### config.mk
export PLATFORM = sky130hd
export DESIGN_NAME = hazard_scoreboard
export DESIGN_NICKNAME = d
export VERILOG_FILES = /design/src/rtl/riscv_pkg.sv /design/src/rtl/src_use_decode.sv /design/src/rtl/hazard_scoreboard.sv
export SDC_FILE = /design/constraint.sdc
export NUM_CORES = 1
export LEC_CHECK = 0
export CAP_MARGIN = 20
export CORE_MARGIN = 5
export CORE_UTILIZATION = 50
export DETAILED_ROUTE_END_ITERATION = 10
export HOLD_SLACK_MARGIN = 0.1
export PLACE_DENSITY = 0.79
export SLEW_MARGIN = 30
export SYNTH_ARGS = -nofsm -noshare
export SYNTH_HDL_FRONTEND = slang
export SYNTH_HIERARCHICAL = 1
export SYNTH_SLANG_ARGS = --single-unit
### constraint.sdc
create_clock -name clk -period 5.1 [get_ports clk]
set_input_delay 1.53 -clock clk [delete_from_list [all_inputs] [get_ports clk]]
set_output_delay 1.53 -clock clk [all_outputs]
set_load 0.02 [all_outputs]
### src/rtl/riscv_pkg.sv
// Shared RV32 decode constants: opcodes, the M-extension funct7 and register-field positions.
package riscv_pkg;

  localparam int OPC_W = 7;
  localparam int REG_W = 5;

  localparam logic [OPC_W-1:0] OPC_LOAD   = 7'b0000011;
  localparam logic [OPC_W-1:0] OPC_OPIMM  = 7'b0010011;
  localparam logic [OPC_W-1:0] OPC_AUIPC  = 7'b0010111;
  localparam logic [OPC_W-1:0] OPC_STORE  = 7'b0100011;
  localparam logic [OPC_W-1:0] OPC_OP     = 7'b0110011;
  localparam logic [OPC_W-1:0] OPC_LUI    = 7'b0110111;
  localparam logic [OPC_W-1:0] OPC_BRANCH = 7'b1100011;
  localparam logic [OPC_W-1:0] OPC_JALR   = 7'b1100111;
  localparam logic [OPC_W-1:0] OPC_JAL    = 7'b1101111;
  localparam logic [OPC_W-1:0] OPC_SYSTEM = 7'b1110011;

  localparam logic [6:0] FUNCT7_MULDIV = 7'b0000001;

  localparam int OPC_LSB    = 0;
  localparam int RD_LSB     = 7;
  localparam int RS1_LSB    = 15;
  localparam int RS2_LSB    = 20;
  localparam int FUNCT7_LSB = 25;

endpackage

### src/rtl/src_use_decode.sv
// Classifies an instruction by which source registers it reads and whether it
// produces a multi-cycle result (load or M-extension op). Purely combinational.
module src_use_decode
  import riscv_pkg::*;
(
  input  logic [31:0] ins,
  output logic        uses_rs1,
  output logic        uses_rs2,
  output logic        is_load,
  output logic        is_mul
);

  logic [OPC_W-1:0] opcode;
  logic [6:0]       funct7;
  logic             unused_fields;

  assign opcode        = ins[OPC_LSB +: OPC_W];
  assign funct7        = ins[FUNCT7_LSB +: 7];
  assign unused_fields = ^ins[FUNCT7_LSB-1:OPC_W];

  always_comb begin
    uses_rs1 = 1'b0;
    uses_rs2 = 1'b0;
    case (opcode)
      OPC_JALR, OPC_LOAD, OPC_OPIMM: begin
        uses_rs1 = 1'b1;
      end
      OPC_BRANCH, OPC_OP, OPC_STORE: begin
        uses_rs1 = 1'b1;
        uses_rs2 = 1'b1;
      end
      default: begin
        uses_rs1 = 1'b0;
        uses_rs2 = 1'b0;
      end
    endcase
  end

  assign is_load = (opcode == OPC_LOAD);
  assign is_mul  = (opcode == OPC_OP) && (funct7 == FUNCT7_MULDIV);

endmodule

### src/rtl/hazard_scoreboard.sv
// Per-register pending-write countdowns that stall the decode instruction until
// every source it reads can be forwarded; also counts hazard-stall cycles.
module hazard_scoreboard
  import riscv_pkg::*;
#(
  parameter int LOAD_LAT = 1,
  parameter int MUL_LAT  = 0,
  parameter int CNT_W    = 16
) (
  input  logic             clk,
  input  logic             rst,
  input  logic [31:0]      id_ins,
  input  logic             id_valid,
  input  logic             flush,
  input  logic             ext_stall,
  output logic             load_use_stall,
  output logic             issue,
  output logic [31:0]      busy_mask,
  output logic [CNT_W-1:0] stall_cycles
);

  localparam int MAX_LAT = (LOAD_LAT > MUL_LAT) ? LOAD_LAT : MUL_LAT;
  localparam int PEND_W  = $clog2(MAX_LAT + 1);

  localparam logic [PEND_W-1:0] LOAD_SET = PEND_W'(LOAD_LAT);
  localparam logic [PEND_W-1:0] MUL_SET  = PEND_W'(MUL_LAT);
  localparam bit                MUL_EN   = (MUL_LAT > 0);

  logic [PEND_W-1:0] cnt [1:31];
  logic [31:0]       busy_vec;
  logic [REG_W-1:0]  rs1, rs2, rd;
  logic              uses_rs1, uses_rs2, is_load, is_mul;
  logic              live, rs1_hit, rs2_hit, set_load, set_mul;

  src_use_decode u_decode (
    .ins      (id_ins),
    .uses_rs1 (uses_rs1),
    .uses_rs2 (uses_rs2),
    .is_load  (is_load),
    .is_mul   (is_mul)
  );

  assign rs1 = id_ins[RS1_LSB +: REG_W];
  assign rs2 = id_ins[RS2_LSB +: REG_W];
  assign rd  = id_ins[RD_LSB +: REG_W];

  // x0 is never pending, so a zero source field can never produce a hit.
  always_comb begin
    busy_vec = '0;
    for (int r = 1; r < 32; r++) begin
      busy_vec[r] = (cnt[r] != '0);
    end
  end

  // Handshake: decode holds id_ins while load_use_stall is high (a bubble goes to
  // EX); the instruction leaves decode only on a clock edge where issue is high.
  // flush squashes the decode slot (neither stall nor issue); ext_stall freezes
  // everything but still reports the hazard.
  assign rs1_hit        = uses_rs1 & busy_vec[rs1];
  assign rs2_hit        = uses_rs2 & busy_vec[rs2];
  assign live           = id_valid & ~flush & ~rst;
  assign load_use_stall = live & (rs1_hit | rs2_hit);
  assign issue          = live & ~ext_stall & ~load_use_stall;

  // The hazard is judged before rd is set, so a load reading its own rd only
  // waits on an older producer.
  assign set_load = issue & is_load & (rd != '0);
  assign set_mul  = issue & MUL_EN & is_mul & (rd != '0);

  always_ff @(posedge clk) begin
    if (rst) begin
      for (int r = 1; r < 32; r++) begin
        cnt[r] <= '0;
      end
    end else if (!ext_stall) begin
      for (int r = 1; r < 32; r++) begin
        if (set_load && rd == REG_W'(r)) begin
          cnt[r] <= LOAD_SET;
        end else if (set_mul && rd == REG_W'(r)) begin
          cnt[r] <= MUL_SET;
        end else if (cnt[r] != '0) begin
          cnt[r] <= cnt[r] - 1'b1;
        end
      end
    end
  end

  always_ff @(posedge clk) begin
    if (rst) begin
      stall_cycles <= '0;
    end else if (load_use_stall && !ext_stall && stall_cycles != '1) begin
      stall_cycles <= stall_cycles + 1'b1;
    end
  end

  assign busy_mask = busy_vec;

endmodule

==> summary.md <==
| Metric | Value |
|---|---|
| Critical Path Source Type | input pin |
| Post-synth net total | 334 |
| Maximum fanout encountered on the critical timing path | 8 |
| Grt total ovfl | 0 |
| Total buffers and inverters traversed by the critical path | 4 |
| Antenna violations before repair | 0 |
| F_max | 0.1996 GHz |
| PortBufs | 75 |
| Worst path top cell family by delay | buffers and inverters |
| DP Area | 0.004257 mm^2 |
| Worst slew margin relative to its limit | 0.5702 |
| Pin count of the biggest net entering global routing | 56 |
| Via count | 3025 |
| Worst stage delay on the critical path | 0.51 ns |
| Number of remaining DRC errors | 0 |
| Std cell rows | 29 |
| Number of sinks handled by clock tree synthesis | 47 |
| Area growth syn-to-layout | 34.03% |
| Storage element area | 0.001251 mm^2 |
| Maximum vdd ir drop | 0.1244 mV |
| Filler Cells Inserted | 490 |
| Power Total | 0.0008283 W |
| Warning count from the yosys run | 6 |
| H-tree depth reported by CTS | 2 |
| Startpoint-to-endpoint class of the critical path | in2out |
| Final setup violation count | 0 |
| WP data required | 3.57 ns |
| Average footprint of a synthesized cell | 11.16 um^2 |
| Initial standard-cell utilization of the core | 0.5170 |
| Height of the die | 91.27 um |
| Number of top-level design ports | 87 |
| Number of hold-repair buffers added at the cts stage | 0 |
| Leakage power figure | 1.604 nW |
| CTS tree | done |
| Overall fraction of global-route tracks in use | 0.2241 |
| Fraction of layout cells with a size suffix above 1 | 0.2231 |
| Skew-Pair Late Insertion Delay | 0.30 ns |
| Number of vias per cell after detailed routing | 6.478 |
| Number of slew-limit violations in the final report | 0 |
| Width of the chip | 91.27 um |
| Min-delay worst type | reg2reg |
| Final worst clock skew | 0.007028 ns |
| Launching instance or port of the critical path | id_ins[17] |
| Post-synth design cell area | 0.003302 mm^2 |
| Routed Antenna Nets | 0 |
| Outcome | finished, final reports clean |
| CTS buffer count | 5 |
| Measured slew at the worst slew-check pin | 0.6431 ns |
| Via count of the first global-routing pass | 2831 |
| Sum of net half-perimeters after detailed placement | 6.971 mm |
| Starting DRC count in detailed routing | 279 |
| Slowest library cell on the worst path | sky130_fd_sc_hd__clkdlybuf4s50_1 |
| Post-DR wirelength/cell | 20.24 um |
| Total number of nets in the final design | 427 |
| Total length of routed wires | 9.452 mm |
| Gp weighted congestion | 0.8391 |
| Die Outline Area | 0.008329 mm^2 |
| Cell area after layout | 0.004425 mm^2 |
| Hold path startpoint | stall_cycles[7] |
| Wire length of the first global-routing pass | 15.14 mm |
| Maximum capacitance violations | 0 |
| Smallest setup slack after layout | 0.08964 ns |
| Sequence of cells on the critical path | clkdlybuf4s50_1 -> buf_12 -> mux4_2 -> a22oi_2 -> o31ai_4 -> o21ai_4 -> or2_1 -> inv_1 -> buf_4 |
| Area of the multi-input gates | 0.001937 mm^2 |
| Clock period minus final worst setup slack | 5.010 ns |
| Clock buffer depth | 2 |
| Iteration count of the initial detailed-routing pass | 5 |
| Core Region | 0.006386 mm^2 |
| Post-synthesis cell count | 296 |
| Root Buffer | sky130_fd_sc_hd__clkbuf_8 |
| Startpoint of the worst-slack reg-to-reg timing path | cnt[0][26] |
| Hold violation count in the final report | 0 |
| Share of the cycle needed by the critical path after routing | 0.9824 |
| Worst-case setup slack after placement | -0.6357 ns |
| Power per cell area | 187.2 mW/mm^2 |
| Data arrival time of the critical path | 3.48 ns |
| Setup repair after global routing missed its margin | false |
| CP Capture Type | output port |
| Antenna diode count | 0 |
| Clk slew on worst S/H paths | 0.08 ns |
[layout by cell type, fill, tap and decap left out, types with 3 or more instances in the layout]
cell and count:
sky130_fd_sc_hd__nand4_1 4, sky130_fd_sc_hd__clkdlybuf4s50_1 65, sky130_fd_sc_hd__nor4_2 3, sky130_fd_sc_hd__mux4_2 12, sky130_fd_sc_hd__mux2i_1 11, sky130_fd_sc_hd__edfxtp_1 31, sky130_fd_sc_hd__dfxtp_1 16, sky130_fd_sc_hd__nor4_1 26
sky130_fd_sc_hd__and4_1 3, sky130_fd_sc_hd__nand2_1 12, sky130_fd_sc_hd__nor3_4 3, sky130_fd_sc_hd__a221o_1 27, sky130_fd_sc_hd__a21oi_1 4, sky130_fd_sc_hd__dlygate4sd2_1 3, sky130_fd_sc_hd__inv_1 3, sky130_fd_sc_hd__nor2_1 26
sky130_fd_sc_hd__mux2_1 9, sky130_fd_sc_hd__nor2b_1 12, sky130_fd_sc_hd__nand3_1 7, sky130_fd_sc_hd__nand2b_1 6, sky130_fd_sc_hd__buf_12 3, sky130_fd_sc_hd__and3_1 4, sky130_fd_sc_hd__xnor2_1 3, sky130_fd_sc_hd__nand3b_1 6
sky130_fd_sc_hd__clkbuf_8 5, sky130_fd_sc_hd__buf_4 30, sky130_fd_sc_hd__dlymetal6s2s_1 4
[final cells by class]
| class | instances | share of cell area |
|---|---|---|
| multi-input combinational | 222 | 0.4377 |
| sequential | 47 | 0.2827 |
| timing repair buffer | 109 | 0.2361 |
| tap | 77 | 0.02177 |
| clock buffer | 6 | 0.01640 |
| inverter | 4 | 0.003393 |
| clock inverter | 2 | 0.001979 |
[per-stage QoR]
step / std cells / TNS (ns) / hold slack, ns / util
finish: 467 / 0 / 0.4958 / 0.6930
CTS: 463 / 0 / 0.4924 / 0.6867
global route: 467 / 0 / 0.5243 / 0.6930
floorplan: 296 / 0 / 0.5370 / -
global placement: 453 / -1.031 / 0.4590 / 0.6665
detailed placement: 453 / -1.092 / 0.4791 / 0.6665
[path summary, 6_finish.rpt]
kind / end / slack (ns) / cells past startpoint
setup / recovery: issue / 0.09 / 9
setup reg to reg: cnt[0][29] / 2.20 / 9
hold reg to reg: stall_cycles[7] / 0.50 / 1
hold / removal: stall_cycles[7] / 0.50 / 1
[state kept, by name, indices dropped and copies added, names as in the netlist]
register      cells
stall_cycles     16
cnt              31
[worst reg2reg max path, cell delays in order, from the launching register on]
cell	delay (ns)
sky130_fd_sc_hd__edfxtp_1	0.51
sky130_fd_sc_hd__mux4_2	0.54
sky130_fd_sc_hd__nor2_4	0.12
sky130_fd_sc_hd__nor4_4	0.07
sky130_fd_sc_hd__o31ai_4	0.26
sky130_fd_sc_hd__o21ai_4	0.11
sky130_fd_sc_hd__buf_4	0.14
sky130_fd_sc_hd__buf_4	0.24
sky130_fd_sc_hd__nor3_4	0.42
sky130_fd_sc_hd__a221o_1	0.22
[timing repair]
action	in CTS	in global routing
cloned	0	1
buffers inserted	2	3
gates resized for setup	21	5
endpoints found under the setup margin	2	2
pin swaps	5	6
[where the power goes]
part           total [W]  leakage (nW)  switching, W  internal, W
clock network   0.000216        0.0426      0.000121    0.0000944
logic           0.000181          1.10     0.0000863    0.0000945
registers       0.000432         0.456     0.0000160     0.000416
[per-layer routing]
layer  part of all wire  GRT usage  up-vias
li1                   -          -     1386
met1               0.42     0.3114     1471
met2               0.48     0.3558      147
met3              0.074    0.03967       21
met4              0.023    0.07213        0
met5                  0          0        -
(Power assumes the default switching activity.)
